### config.mk
export PLATFORM = sky130hd
export DESIGN_NAME = conv_flatten
export DESIGN_NICKNAME = d
export VERILOG_FILES = /design/src/rtl/conv_flatten_pkg.sv /design/src/rtl/conv_flatten.sv
export SDC_FILE = /design/constraint.sdc
export NUM_CORES = 1
export LEC_CHECK = 0
export ABC_AREA = 0
export CORE_MARGIN = 2
export CORE_UTILIZATION = 25
export CTS_BUF_LIST = sky130_fd_sc_hd__clkbuf_2 sky130_fd_sc_hd__clkbuf_4 sky130_fd_sc_hd__clkbuf_8
export DETAILED_ROUTE_END_ITERATION = 12
export PLACE_DENSITY = 0.46
export SLEW_MARGIN = 15
export SYNTH_ARGS = -nofsm -noshare
export SYNTH_HDL_FRONTEND = slang
export SYNTH_SLANG_ARGS = --single-unit
### constraint.sdc
create_clock -name clk -period 1.9 [get_ports clk]
set_input_delay 0.57 -clock clk [delete_from_list [all_inputs] [get_ports clk]]
set_output_delay 0.57 -clock clk [all_outputs]
set_load 0.01 [all_outputs]
### src/rtl/conv_flatten_pkg.sv
// rtl/conv_flatten_pkg.sv - shared widths, csel codes and flatten FSM states
package conv_flatten_pkg;

  localparam int CONV_AW   = 12;
  localparam int CONV_DW   = 20;
  localparam int CONV_N_IN = 1024;

  // Memory select codes shared with the conv engine and the top-level bus mux
  localparam logic [2:0] CSEL_NONE  = 3'b000;
  localparam logic [2:0] CSEL_L0    = 3'b001;
  localparam logic [2:0] CSEL_L1_K0 = 3'b011;
  localparam logic [2:0] CSEL_L1_K1 = 3'b100;
  localparam logic [2:0] CSEL_L2    = 3'b101;

  typedef enum logic [2:0] {
    IDLE = 3'd0,
    RD0  = 3'd1,
    RD1  = 3'd2,
    WR0  = 3'd3,
    WR1  = 3'd4,
    FIN  = 3'd5
  } flat_state_t;

endpackage

### src/rtl/conv_flatten.sv
// rtl/conv_flatten.sv - interleaves the two max-pool memories into the layer-2 memory
module conv_flatten
  import conv_flatten_pkg::*;
#(
  parameter int         N_IN      = CONV_N_IN,
  parameter int         AW        = CONV_AW,
  parameter int         DW        = CONV_DW,
  parameter logic [2:0] CSEL_SRC0 = CSEL_L1_K0,
  parameter logic [2:0] CSEL_SRC1 = CSEL_L1_K1,
  parameter logic [2:0] CSEL_DST  = CSEL_L2
) (
  input  logic          clk,
  input  logic          reset,
  input  logic          start,
  output logic          busy,
  output logic          done,
  output logic          crd,
  output logic [AW-1:0] caddr_rd,
  input  logic [DW-1:0] cdata_rd,
  output logic          cwr,
  output logic [AW-1:0] caddr_wr,
  output logic [DW-1:0] cdata_wr,
  output logic [2:0]    csel
);

  flat_state_t   state, state_n;
  logic [AW-1:0] k, k_n;
  logic [DW-1:0] d0, d0_n, d1, d1_n;
  logic          busy_n, done_n, crd_n, cwr_n;
  logic [AW-1:0] caddr_rd_n, caddr_wr_n;
  logic [DW-1:0] cdata_wr_n;
  logic [2:0]    csel_n;
  logic          k_last;

  assign k_last = (k == AW'(N_IN - 1));

  // Bus outputs are computed from the next state so they are registered
  // and already valid during the cycle the FSM sits in that state.
  always_comb begin
    state_n    = state;
    k_n        = k;
    d0_n       = d0;
    d1_n       = d1;
    busy_n     = busy;
    done_n     = 1'b0;
    crd_n      = 1'b0;
    cwr_n      = 1'b0;
    caddr_rd_n = caddr_rd;
    caddr_wr_n = caddr_wr;
    cdata_wr_n = cdata_wr;
    csel_n     = csel;
    case (state)
      IDLE: begin
        csel_n = CSEL_NONE;
        if (start) begin
          state_n    = RD0;
          busy_n     = 1'b1;
          k_n        = '0;
          crd_n      = 1'b1;
          csel_n     = CSEL_SRC0;
          caddr_rd_n = '0;
        end
      end
      RD0: begin
        d0_n       = cdata_rd;
        state_n    = RD1;
        crd_n      = 1'b1;
        csel_n     = CSEL_SRC1;
        caddr_rd_n = k;
      end
      RD1: begin
        d1_n       = cdata_rd;
        state_n    = WR0;
        cwr_n      = 1'b1;
        csel_n     = CSEL_DST;
        caddr_wr_n = {k[AW-2:0], 1'b0};
        cdata_wr_n = d0;
      end
      WR0: begin
        state_n    = WR1;
        cwr_n      = 1'b1;
        csel_n     = CSEL_DST;
        caddr_wr_n = {k[AW-2:0], 1'b1};
        cdata_wr_n = d1;
      end
      WR1: begin
        if (k_last) begin
          state_n = FIN;
          busy_n  = 1'b0;
          done_n  = 1'b1;
          csel_n  = CSEL_NONE;
        end else begin
          k_n        = k + AW'(1);
          state_n    = RD0;
          crd_n      = 1'b1;
          csel_n     = CSEL_SRC0;
          caddr_rd_n = k + AW'(1);
        end
      end
      FIN: begin
        state_n = IDLE;
        busy_n  = 1'b0;
        csel_n  = CSEL_NONE;
      end
      default: begin
        state_n = IDLE;
        busy_n  = 1'b0;
        csel_n  = CSEL_NONE;
      end
    endcase
  end

  always_ff @(posedge clk) begin
    if (reset) begin
      state    <= IDLE;
      k        <= '0;
      d0       <= '0;
      d1       <= '0;
      busy     <= 1'b0;
      done     <= 1'b0;
      crd      <= 1'b0;
      cwr      <= 1'b0;
      caddr_rd <= '0;
      caddr_wr <= '0;
      cdata_wr <= '0;
      csel     <= CSEL_NONE;
    end else begin
      state    <= state_n;
      k        <= k_n;
      d0       <= d0_n;
      d1       <= d1_n;
      busy     <= busy_n;
      done     <= done_n;
      crd      <= crd_n;
      cwr      <= cwr_n;
      caddr_rd <= caddr_rd_n;
      caddr_wr <= caddr_wr_n;
      cdata_wr <= cdata_wr_n;
      csel     <= csel_n;
    end
  end

endmodule

Word level (Yosys, flattened, before mapping). Index checks and enable logic that the tools add are counted.

Equal/unequal tests: 8. Bitwise gates (word level): 2. Muxes and demuxes: 20. Reductions and logical operators: 10. $add $sub $neg: 1.

Operator list (count): one-hot mux 12 bit (2 select lines) (2); one-hot mux 20 bit (2 select lines) (1); one-hot mux 12 bit (3 select lines) (1); 2-to-1 mux 12 bit (2); one-hot mux 3 bit (5 select lines) (1); adder 12 x 1 -> 12 bit, second input constant (1); equality test 12 x 10 -> 1 bit, second input constant (1); one-hot mux 3 bit (4 select lines) (1); AND reduction 3 bit (3); equality test 3 x 2 -> 1 bit, second input constant (2); 2-to-1 mux 1 bit (6); 2-to-1 mux 3 bit (2); != test 2 bit, second input constant (3); one-hot mux 1 bit (3 select lines) (2); 2-to-1 mux 2 bit (2); nonzero test 2 bit (2); OR reduction 2 bit (2); equality test 3 x 1 -> 1 bit, second input constant (1); equality test 3 bit, second input constant (1); zero test 3 bit (1); nonzero test 3 bit (1); OR reduction 3 bit (1); NOT 1 bit (2).

Bits in registers: 106.

Logic depth before layout (Yosys ltp).
Word-level depth: 4. Depth in mapped cells: 8.

Least setup slack after synthesis. No wires, ideal clock.

Path kind: reg-to-reg. Start: register k[0]. End: register caddr_rd[7]. Setup time: 79 ps. Stages on the path, launching flop included: 9. Path buffers: 2. Data required time: 1821 ps. Arrival: 1722 ps. Setup slack: 99 ps. Cell sequence: dfxtp_1 > ha_1 > and4_1 > buf_2 > nand4_4 > o311ai_1 > buf_6 > a21oi_1 > a211oi_2.

Word-level cells in the longest chain between the ends: 3. Elaborated cells on any way between the ends: 6. Classes of those cells: add/sub: 1; eq/ne: 2; mux: 2; reduce/logical: 1.

Ends and longest elaborated chain: start, declared (line conv_flatten.sv:27) `logic [AW-1:0] k, k_n;`; start signal, assigned (line conv_flatten.sv:129) `k <= k_n;`; adder 12 x 1 -> 12 bit or equality test 12 x 10 -> 1 bit (tied branches) (line conv_flatten.sv:97, conv_flatten.sv:35); 2-to-1 mux 12 bit or != test 2 bit (tied branches); one-hot mux 12 bit (3 select lines) or AND reduction 3 bit (tied branches); end signal, assigned (line conv_flatten.sv:136) `caddr_rd <= caddr_rd_n;`; end, declared (line conv_flatten.sv:18) `output logic [AW-1:0] caddr_rd,`.

Parallel ways exist; a longest one is shown, timed or not. The select of a mux whose other input is x is not followed. A chain may end at the register's enable or synchronous reset.

Worst setup path in the final report.
Start: register cdata_wr[5]. End: output port cdata_wr[5].

RTL lines: start, declared (line conv_flatten.sv:22) `output logic [DW-1:0] cdata_wr,`; start signal, assigned (line conv_flatten.sv:138) `cdata_wr <= cdata_wr_n;`.

No word-level cell between the ends.

==> impl_metrics.csv <==
group,metric,value,unit
global_route,antenna_found_initial,0,
clocking,clock_latency,380,ps
worst_setup_path,r2r-start,"k[0]",
worst_setup_path,critPathBufInv,1,
worst_hold_path,worstHoldStart,"caddr_wr[11]",
synth,synth-xor-area-share,0.00610,
worst_setup_path,r2r_setup_slack,120,ps
finish,regArea,2120,sq um
clocking,cts.sinks,106,
synth,synth.most_common_cell,"nand2_1",
route,ant_nets,0,
timing,finalCritPeriodShare,0.970,
timing,timing.fmax,0.542,GHz
finish,syn_to_final_growth,32.4,%
clocking,ctsHoldBuffers,0,
clocking,cts_tree,"built",
route,drt-initial-drc-count,193,
worst_setup_path,reg2reg_to,"caddr_rd[1]",
worst_setup_path,worstSetupEndpointType,"output port",
placed_design,globalplace.congestion,0.826,
floorplanning,start_util,0.258,
timing,rsz0062_at_grt,"no",
synth,synthAdderAreaFrac,0.00290,
pwr,p_leak,2.43,nW
route,drc,0,
global_route,grt_max_degree,40,
finish,fillers,1749,
synth,synthTopCellsByCount,"nand2_1 (113), dfxtp_1 (106), a21oi_1 (70), nor2_1 (48), clkbuf_1 (26)",
synth,synth_nets,531,
worst_setup_path,worst-path-max-fanout,2,
finish,antenna_cells,0,
timing,slew_viol_final,0,
floorplanning,die_area,18300,sq um
synth,synth_edf_count,0,
synth,synth_top_area_share,0.493,
finish,post-route-util,0.342,
pwr,power_density,847,nW/um^2
worst_setup_path,cpMaxStageDelayCell,"clkdlybuf4s50_1",
timing,tns,0,ps
floorplanning,rows,47,
worst_setup_path,worstSetupPathType,"flop to output port",
global_route,overflow,0,
timing,worst_slack,56.2,ps
pwr,ir_drop,0.000399,V
global_route,grt_pass1_vias,3573,
worst_setup_path,worst_ep_arrival_time,1270,ps
synth,postSynthAreaPerCell,8.50,sq um
clocking,clk_pin_slew,100,ps
worst_hold_path,hold_end,"caddr_wr[11]",
global_route,grt_usage,0.130,
clocking,cts_inserted_buffers,9,
worst_setup_path,start_kind,"flop",
floorplanning,core-area,16700,sq um
timing,tightest_slew,472,ps
synth,yosys-top-cells-area,"dfxtp_1 (49%), nand2_1 (9.8%), a21oi_1 (8.1%)",
floorplanning,chipHeight,135,um
floorplanning,io_pins,74,
finish,final_nets,608,
synth,ys_types,49,
route,via_per_inst,4.66,
worst_hold_path,worstHoldPathCells,2,
timing,period_needed,1840,ps
synth,yosys_register_bits,106,
synth,yosysTopAreaCell,"dfxtp_1",
synth,yosys.area_share.simple,0.213,
worst_setup_path,critPathTopFamily,"buffers and inverters",
floorplanning,die_w,135,um
pwr,p_total,4.83,mW
synth,synthMuxAreaShare,0.0465,
clocking,cts_resized,6,
placed_design,place_hpwl,8.01,mm
worst_setup_path,path_cells,"clkdlybuf4s50_1",
run,max-cap-violations,0,
timing,finalSetupViolCount,0,
timing,maxSlewHeadroom,0.686,
synth,yosys_warnings,0,
clocking,root_buffer,"clkbuf_8",
placed_design,numPortBuffers,73,
route,routed_wl,11.6,mm
timing,hold_viol_final,0,
clocking,cts_max_path_buffers,2,
placed_design,dpl_worst_slack,-169,ps
synth,ys_seq_area_frac,0.493,
timing,hold_ws,457,ps
worst_setup_path,cp.required,1330,ps
route,dr_total_vias,3771,
worst_setup_path,cpPeakStageDelay,540,ps
status,outcome,"finished clean",
route,avgRoutedWirePerCell,14.4,um
route,first_pass_iters,4,
synth,synth_top_family_by_area,"simple AND/OR/NAND/NOR gates",
synth,netlist_instances,507,
finish,drive_gt1_frac,0.126,
worst_setup_path,reg2reg_depth,7,
synth,synthFlopType,"dfxtp_1",
finish,multiInputGateArea,1970,sq um
synth,async_flop_share,0,
synth,synth_compound_area_frac,0.186,
global_route,grt_pass1_wl,18.6,mm
worst_hold_path,min_path_type,"flop to flop",
synth,syn-cell-area,4310,sq um
clocking,htree_levels,3,
clocking,postCtsSetupBuffers,0,
timing,fin_worst_skew,8.56,ps
==> worst register-to-register path, stage by stage, from the launching register on <==
cell      delay (ps)
dfxtp_1          330
ha_1             210
and4_1           250
nand4_4          130
o311ai_1         110
buf_4            200
or3_1            350
a21oi_1          120
==> cells by family after synthesis <==
logic type	after synthesis
AO/OA/AOI/OAI	127
XOR/XNOR	3
adder cells (fa/ha/maj)	1
buffers and inverters	45
flip-flops	106
multiplexers	20
AND/OR/NAND/NOR	205
==> registers in the layout, summed over array words and instances (netlist names), 3 cells and up <==
signal    count
caddr_rd     12
caddr_wr     12
cdata_wr     20
csel          3
d0           20
d1           20
k            12
state         3
==> stage by stage <==
stage / std cells / instance area, sq um
finish: 809 / 5700
global route: 809 / 5700
CTS: 809 / 5640
detailed placement: 793 / 5400
global placement: 793 / 5400
floorplan: 507 / 4310
==> area by class of cell <==
type	count	area share
flip-flops and latches	106	0.372
multi-input cells	356	0.346
repair buffers	111	0.190
well taps	220	0.0483
clock buffers	10	0.0241
clock inverters	6	0.0195
==> power by group <==
part	internal (mW)	leakage, nW	switching, mW	total (mW)
clock network	0.913	0.123	0.792	1.71
logic	0.322	1.44	0.403	0.724
registers	2.34	0.863	0.0576	2.40
==> cells in the final DEF (no fill, tap or decap), types with 2 or more instances in the layout <==
cell type and count:
dfxtp_1 105, a211oi_2 2, mux2i_1 20, o21ai_1 2, dlygate4sd2_1 6, or3_1 3, nand2_1 113, clkdlybuf4s50_1 40
nor2_2 3, nand4_1 5, a311oi_2 2, nor3_1 5, and3_1 2, o21ai_0 8, a31oi_1 5, and4_1 2
a22oi_1 2, xnor2_1 2, nor2_1 47, nand3_1 7, bufinv_16 3, a211oi_1 23, nor2b_1 2, buf_4 38
a21oi_1 70, clkbuf_8 10, and2_1 3, dlymetal6s2s_1 26, nand3b_1 2, nand2b_1 3
==> metal layers <==
| metal | GRT usage | routed length, um | vias up |
|---|---|---|---|
| met5 | 0 | 0 | - |
| met4 | 0.0341 | 165 | 0 |
| met3 | 0.0438 | 658 | 13 |
| met2 | 0.216 | 5460 | 101 |
| met1 | 0.162 | 5340 | 1756 |
| li1 | - | - | 1901 |
==> worst max-delay path by stage <==
stage / start / to / depth (start not counted)
after floorplan: k[0] / caddr_rd[7] / 8
after global placement: start / caddr_rd[11] / 5
after detailed placement: start / caddr_rd[11] / 5
after CTS: cdata_wr[16] / cdata_wr[16] / 1
after global routing: caddr_wr[11] / caddr_wr[11] / 1
final: cdata_wr[5] / cdata_wr[5] / 1
(Power assumes the default switching activity.)
